==> src/rtl/instr_fetch_unit.sv <==
// instr_fetch_unit
// Byte-serial instruction fetch engine. On a start pulse it reads four
// consecutive bytes over a req/ack memory handshake, assembles them
// little-endian into a 32-bit instruction and presents it with a one-cycle
// done pulse. A per-byte watchdog aborts a fetch whose request is never
// acknowledged and reports it with a one-cycle fault pulse.
//
// Ports
//   clk        rising-edge clock
//   reset      asynchronous reset, active low
//   start      begin a fetch at pc (sampled only while idle)
//   pc         byte address of the instruction's first byte
//   mem_req    read request, held until acknowledged
//   mem_addr   byte address of the current request
//   mem_rdata  read data, valid with mem_ack
//   mem_ack    one-cycle read acknowledge
//   instr      last successfully fetched instruction
//   op         instr[31:26]
//   funct      instr[5:0]
//   busy       high whenever a fetch is in progress (state not IDLE)
//   done       one-cycle pulse, instr already holds the new value
//   fault      one-cycle pulse, fetch aborted by the watchdog
module instr_fetch_unit #(
   parameter int AW      = 8,
   parameter int TIMEOUT = 16
) (
   input  logic          clk,
   input  logic          reset,
   input  logic          start,
   input  logic [AW-1:0] pc,
   output logic          mem_req,
   output logic [AW-1:0] mem_addr,
   input  logic [7:0]    mem_rdata,
   input  logic          mem_ack,
   output logic [31:0]   instr,
   output logic [5:0]    op,
   output logic [5:0]    funct,
   output logic          busy,
   output logic          done,
   output logic          fault
);

   localparam int WW = $clog2(TIMEOUT + 1);
   localparam logic [WW-1:0] WCNT_LAST = WW'(TIMEOUT - 1);

   typedef enum logic [1:0] {IDLE, REQ, DONE, FAULT} state_t;

   state_t        state_reg, state_next;
   logic [AW-1:0] base_reg,  base_next;
   logic [1:0]    idx_reg,   idx_next;
   logic [WW-1:0] wcnt_reg,  wcnt_next;
   logic [31:0]   shadow_reg, shadow_next;
   logic [31:0]   instr_reg;
   logic          byte_we;
   logic          instr_we;

   // Next-state and datapath control
   always_comb begin
      state_next = state_reg;
      base_next  = base_reg;
      idx_next   = idx_reg;
      wcnt_next  = wcnt_reg;
      byte_we    = 1'b0;
      instr_we   = 1'b0;
      case (state_reg)
         IDLE: begin
            if (start) begin
               base_next  = pc;
               idx_next   = 2'd0;
               wcnt_next  = '0;
               state_next = REQ;
            end
         end
         REQ: begin
            if (mem_ack) begin
               // An ack always wins over the watchdog, even on the last
               // allowed wait cycle.
               byte_we   = 1'b1;
               wcnt_next = '0;
               if (idx_reg == 2'd3) begin
                  instr_we   = 1'b1;
                  state_next = DONE;
               end else begin
                  idx_next = idx_reg + 2'd1;
               end
            end else if (wcnt_reg == WCNT_LAST) begin
               state_next = FAULT;
            end else begin
               wcnt_next = wcnt_reg + WW'(1);
            end
         end
         DONE:    state_next = IDLE;
         FAULT:   state_next = IDLE;
         default: state_next = IDLE;
      endcase
   end

   // Byte lane steering: only the lane selected by idx takes the ack data.
   genvar gi;
   generate
      for (gi = 0; gi < 4; gi++) begin : g_lane
         assign shadow_next[8*gi +: 8] = (byte_we && (idx_reg == 2'(gi)))
                                         ? mem_rdata
                                         : shadow_reg[8*gi +: 8];
      end
   endgenerate

   always_ff @(posedge clk or negedge reset) begin
      if (!reset) begin
         state_reg  <= IDLE;
         base_reg   <= '0;
         idx_reg    <= 2'd0;
         wcnt_reg   <= '0;
         shadow_reg <= '0;
         instr_reg  <= '0;
      end else begin
         state_reg  <= state_next;
         base_reg   <= base_next;
         idx_reg    <= idx_next;
         wcnt_reg   <= wcnt_next;
         shadow_reg <= shadow_next;
         // Load from shadow_next so the fourth byte lands in instr on the
         // same edge that enters DONE.
         if (instr_we) begin
            instr_reg <= shadow_next;
         end
      end
   end

   // All outputs decode from registered state only.
   assign mem_req  = (state_reg == REQ);
   assign mem_addr = mem_req ? (base_reg + AW'(idx_reg)) : '0;
   assign busy     = (state_reg != IDLE);
   assign done     = (state_reg == DONE);
   assign fault    = (state_reg == FAULT);
   assign instr    = instr_reg;
   assign op       = instr_reg[31:26];
   assign funct    = instr_reg[5:0];

endmodule
==> config.mk <==
export PLATFORM = sky130hd
export DESIGN_NAME = instr_fetch_unit
export DESIGN_NICKNAME = d
export VERILOG_FILES = /design/src/rtl/instr_fetch_unit.sv
export SDC_FILE = /design/constraint.sdc
export NUM_CORES = 1
export LEC_CHECK = 0
export CAP_MARGIN = 20
export CORE_AREA = 2 2 89 91
export CTS_BUF_LIST = sky130_fd_sc_hd__clkbuf_4 sky130_fd_sc_hd__clkbuf_8 sky130_fd_sc_hd__clkbuf_16
export DETAILED_ROUTE_END_ITERATION = 6
export DIE_AREA = 0 0 91 93
export PLACE_DENSITY_LB_ADDON = 0.1
export SLEW_MARGIN = 20
export SYNTH_ARGS = -nofsm -noshare
export SYNTH_HDL_FRONTEND = slang
export SYNTH_SLANG_ARGS = --single-unit
export TNS_END_PERCENT = 10
==> constraint.sdc <==
create_clock -name clk -period 2.02 [get_ports clk]
set_input_delay 0.404 -clock clk [delete_from_list [all_inputs] [get_ports clk]]
set_output_delay 0.404 -clock clk [all_outputs]
set_load 0.01 [all_outputs]
# == Word-level counts from Yosys, hierarchy flattened ==
# Cells that the tools add are included.
# word_totals
output_inout_bits,56
elab_cells,58
regBits,81
in_bits,20
# classes
n_eq_ne,13
mux,23
reduce_logical,13
addsub,3
# ops
cell,n
8-bit 2-to-1 mux,5
5-bit 2-to-1 mux,3
2-bit 2-to-1 mux,7
5-bit one-hot mux with 2 select lines,1
8-bit by 2-bit adder with 8-bit output,1
2-bit equality test (second input constant),4
2-bit one-hot mux with 3 select lines,1
3-bit AND reduction,2
5-bit by 1-bit adder with 5-bit output (second input constant),1
5-bit by 4-bit equality test with 1-bit output (second input constant),1
1-bit 2-to-1 mux,5
2-bit by 1-bit equality test with 1-bit output (second input constant),2
1-bit logical AND,4
2-bit zero test,2
2-bit inequality test (second input constant),2
2-bit one-hot mux with 2 select lines,1
4-bit AND reduction,1
2-bit nonzero test,2
3-bit by 1-bit inequality test with 1-bit output (second input constant),1
3-bit by 2-bit inequality test with 1-bit output (second input constant),1
3-bit inequality test (second input constant),1
2-bit by 1-bit adder with 2-bit output (second input constant),1
2-bit by 1-bit inequality test with 1-bit output (second input constant),1
2-bit AND reduction,1
2-bit OR reduction,1

# == Logic depth before layout (Yosys ltp) ==
# logic_depth
depth_word,4
ltp_mapped,6
depth_no_buf,6

# == Least setup slack after synthesis ==
# OpenSTA, ideal clock, no wires.
# synth_path
kind,reg2reg
startpoint,register wcnt_reg[0]
endpoint,register wcnt_reg[3]
setup_slack_ns,0.099
n_path_buf,0
setup_ns,0.094
t_required_ns,1.926
arrival_time_ns,1.828
stages_incl_launch_ff,7
period_less_slack_ns,1.921
cell_sequence,dfrtp_1 -> ha_1 -> and3_1 -> ha_1 -> and3b_4 -> or4_4 -> a221oi_2
# synth_between
elab_chain_cells,4
elab_cells_between_ends,7
cone_classes,1 x add/sub; 2 x eq/ne; 3 x mux; 1 x reduce/logical
# synth_lines
element,line,text
"start, declared",51,"logic [WW-1:0] wcnt_reg, wcnt_next;"
"start signal, assigned",120,wcnt_reg <= wcnt_next;
5-bit by 1-bit adder with 5-bit output,89,wcnt_next = wcnt_reg + WW'(1);
5-bit 2-to-1 mux,86,end else if (wcnt_reg == WCNT_LAST) begin
5-bit 2-to-1 mux,75,if (mem_ack) begin
5-bit one-hot mux with 2 select lines,65,case (state_reg)
# Several ways; a longest one is shown, not always the timed one. The select of a mux whose other input is x is not followed.
# A chain may end at the register's enable or synchronous reset.

# == Final worst setup path ==
# layout_path
startpoint,register base_reg[1]
endpoint,output port mem_addr[7]
# layout_between
elab_chain_cells,2
# layout_lines
element,line,text
"start, declared",49,"logic [AW-1:0] base_reg, base_next;"
"start signal, assigned",118,base_reg <= base_next;
8-bit by 2-bit adder with 8-bit output,132,assign mem_addr = mem_req ? (base_reg + AW'(idx_reg)) : '0;
8-bit 2-to-1 mux,132,
"end, declared",32,"output logic [AW-1:0] mem_addr,"
# Every way passes these cells.

==> qor.yml <==
outcome:
  status: "finished with violations"
  violations: "negative setup slack"
die:
  die_x_microns: 91
  core-area_sq_um: 7530
  fp-row-count: 32
  initial_core_util: 0.438
  die_area_sq_um: 8460
  io_pins: 76
  die_y_microns: 93
min_path:
  hold_class: "reg2reg"
routing:
  vias: 2154
  viasPerCell: 4.74
  ant_nets: 0
  drtIter0Drc: 81
  drt-pass1-iter-count: 4
  routedWlPerCell_microns: 13.9
  drt_wl_total_microns: 6300
  drc_errors: 0
finish:
  layout_common_cells: "dfrtp_1, clkdlybuf4s50_1, mux2_2, nand2_1, buf_4"
  diodes: 0
  area_delta_synth_final_pct: 36.9
  final_util: 0.600
  largest_register_ffs: 32
  layout_commonest_cell: "dfrtp_1"
  drive_above_1_share: 0.358
  nets: 376
  fillers: 660
  fin_area_sq_um: 4510
  final_cells: 454
worst_setup_path:
  cp_max_fo: 4
  arrival_ns: 1.89
  critical_path_required_ns: 1.62
  cp-end-kind: "output pin"
  worst-setup-path-type: "reg2out"
  start_kind: "register"
sta:
  fin_skew_ns: 0.00920
  report.final.hold_viol_count: 0
  finalSetupTns_ns: -0.979
  post-route-period-util: 1.14
  setup_ws_ns: -0.275
  maxSlewHeadroom: 0.749
  period_needed_ns: 2.29
  final-setup-viol-count: 7
  max_slew.worst_pin.slew_ns: 0.377
  slew_violations: 0
  whs_ns: 0.478
  fmax_mhz: 436
  rsz0062_at_grt: "true"
global_routing:
  groute.layer.met3.usage: 0.0346
  gr-usage-met1: 0.225
  grt_max_degree: 47
  grt-busiest-layer: "met2"
  met2_usage: 0.241
  grt_pass1_wl_microns: 10600
  antenna_found_initial: 0
  grt_usage: 0.159
  grt_pass1_vias: 2184
  grt.overflow.total: 0
pwr:
  power_density_nw_per_um2: 1570
  sequentialPowerShare: 0.348
  p_comb_frac: 0.476
  p_leak_nw: 2.00
  ir_worst_vdd_uv: 773
  power_frac_clock: 0.176
  netSwitchingPower_mw: 2.26
  power.internal_mw: 4.84
  switching_share: 0.319
logic_synthesis:
  yosys_warnings: 0
  synthCells: 252
  avgSynthCellArea_sq_um: 13.1
  synth_area_sq_um: 3300
  ys_seq_area_frac: 0.554
  ys_seq_elements: 73
  yosysUniqueCellTypes: 43
  synthesis.nets: 281
place:
  dp_hpwl_microns: 4440
  dpl_cell_area_sq_um: 4260
  placedCellCount: 434
  port_buffers: 75
  gp_congestion: 0.741
clock_tree:
  cts_tree: "yes"
  clock_sinks: 73
  numCtsBuffers: 9
  root_buffer: "clkbuf_8"
  insertion_delay_ns: 0.33
  clk_pin_slew_worst_paths_ns: 0.08
  cts_max_path_buffers: 2
  htreeDepth: 3
flow_run:
  maxCapViolCount: 0
==> power by group through the flow <==
stage | Sequential, mW | Clock, mW | Combinational, mW
floorplan | 2.62 | 0 | 1.68
global placement | 2.48 | 0 | 3.42
detailed placement | 2.50 | 0 | 3.46
CTS | 2.48 | 1.29 | 3.42
global route | 2.57 | 1.35 | 3.70
finish | 2.47 | 1.25 | 3.38
==> per-layer routing <==
metal / vias to the layer above / routed length (microns)
li1: 1053 / -
met1: 1047 / 3060
met2: 47 / 2880
met3: 7 / 292
met4: 0 / 72
met5: - / 0
==> final cells by class <==
type / instances / area (sq um) / share of cell area
Sequential cell: 73 / 1830 / 0.405
Inverter: 8 / 30.0 / 0.00665
Clock buffer: 10 / 131 / 0.0291
Tap cell: 102 / 128 / 0.0283
Timing Repair Buffer: 106 / 997 / 0.221
Clock inverter: 6 / 92.6 / 0.0205
Multi-Input combinational cell: 149 / 1310 / 0.289
==> through the flow <==
step / power, mW / setup WS, ns
finish: 7.11 / -0.275
global placement: 5.90 / -0.264
detailed placement: 5.96 / -0.296
global route: 7.62 / -0.350
CTS: 7.20 / -0.294
floorplan: 4.30 / 0.0986
==> cells by family after synthesis <==
logic type               after synthesis  share of synthesized area
AO/OA/AOI/OAI                         22                     0.0475
XOR/XNOR                               2                    0.00532
adder cells (fa/ha/maj)                9                     0.0364
buffers and inverters                 30                     0.0581
flip-flops                            73                      0.554
multiplexers                          54                      0.185
AND/OR/NAND/NOR                       62                      0.114
==> critical path: stages (launching register included) <==
cell and delay [ns]:
dfrtp_1 0.40, ha_1 0.30, a21oi_2 0.08, buf_4 0.14, or4_1 0.39, a21oi_1 0.12, buf_2 0.14
==> final timing paths <==
kind | startpoint | end | slack (ns) | cells after the start
min in group asynchronous | reset | instr[23] | 0.54 | 2
max | base_reg[1] | mem_addr[7] | -0.27 | 6
max in group asynchronous | reset | instr[24] | 0.92 | 3
min reg2reg | instr[24] | instr[24] | 0.48 | 2
min | instr[24] | instr[24] | 0.48 | 2
max reg2reg | wcnt_reg[1] | wcnt_reg[3] | 0.11 | 6
==> cells in the mapped netlist, drive strengths merged <==
cell type | count | area [sq um]
o21bai | 1 | 18.8
fa | 1 | 20.0
nand3 | 3 | 15.0
a21o | 1 | 7.51
or3 | 3 | 18.8
a21oi | 5 | 25.0
and3b | 2 | 21.3
inv | 8 | 30.0
a211o | 1 | 8.76
and4b | 1 | 10.0
buf | 20 | 154
and2 | 3 | 18.8
nor3 | 1 | 5.00
clkbuf | 2 | 7.51
nand2 | 29 | 109
nor4bb | 1 | 10.0
mux2 | 54 | 608
nor3b | 2 | 20.0
and3 | 1 | 6.26
nand4 | 1 | 6.26
o31ai | 3 | 22.5
nor4b | 1 | 8.76
dfrtp | 73 | 1830
nand4b | 4 | 62.6
nand2b | 3 | 18.8
nor2 | 2 | 7.51
o2bb2ai | 2 | 17.5
a31oi | 1 | 6.26
nor2b | 1 | 6.26
xor2 | 1 | 8.76
a221oi | 1 | 15.0
or4 | 2 | 18.8
ha | 8 | 100
or2 | 2 | 12.5
xnor2 | 1 | 8.76
o21ai | 7 | 35.0
==> repair_timing <==
action | 4_1_cts | 5_1_grt
setup endpoints to repair | 12 | 10
hold endpoints to repair | 27 | 0
pin swaps | 7 | 4
setup buffers | 2 | 1
gates resized for setup | 38 | 4
hold buffers | 1 | 0
Power figures use the tool's default switching activity.
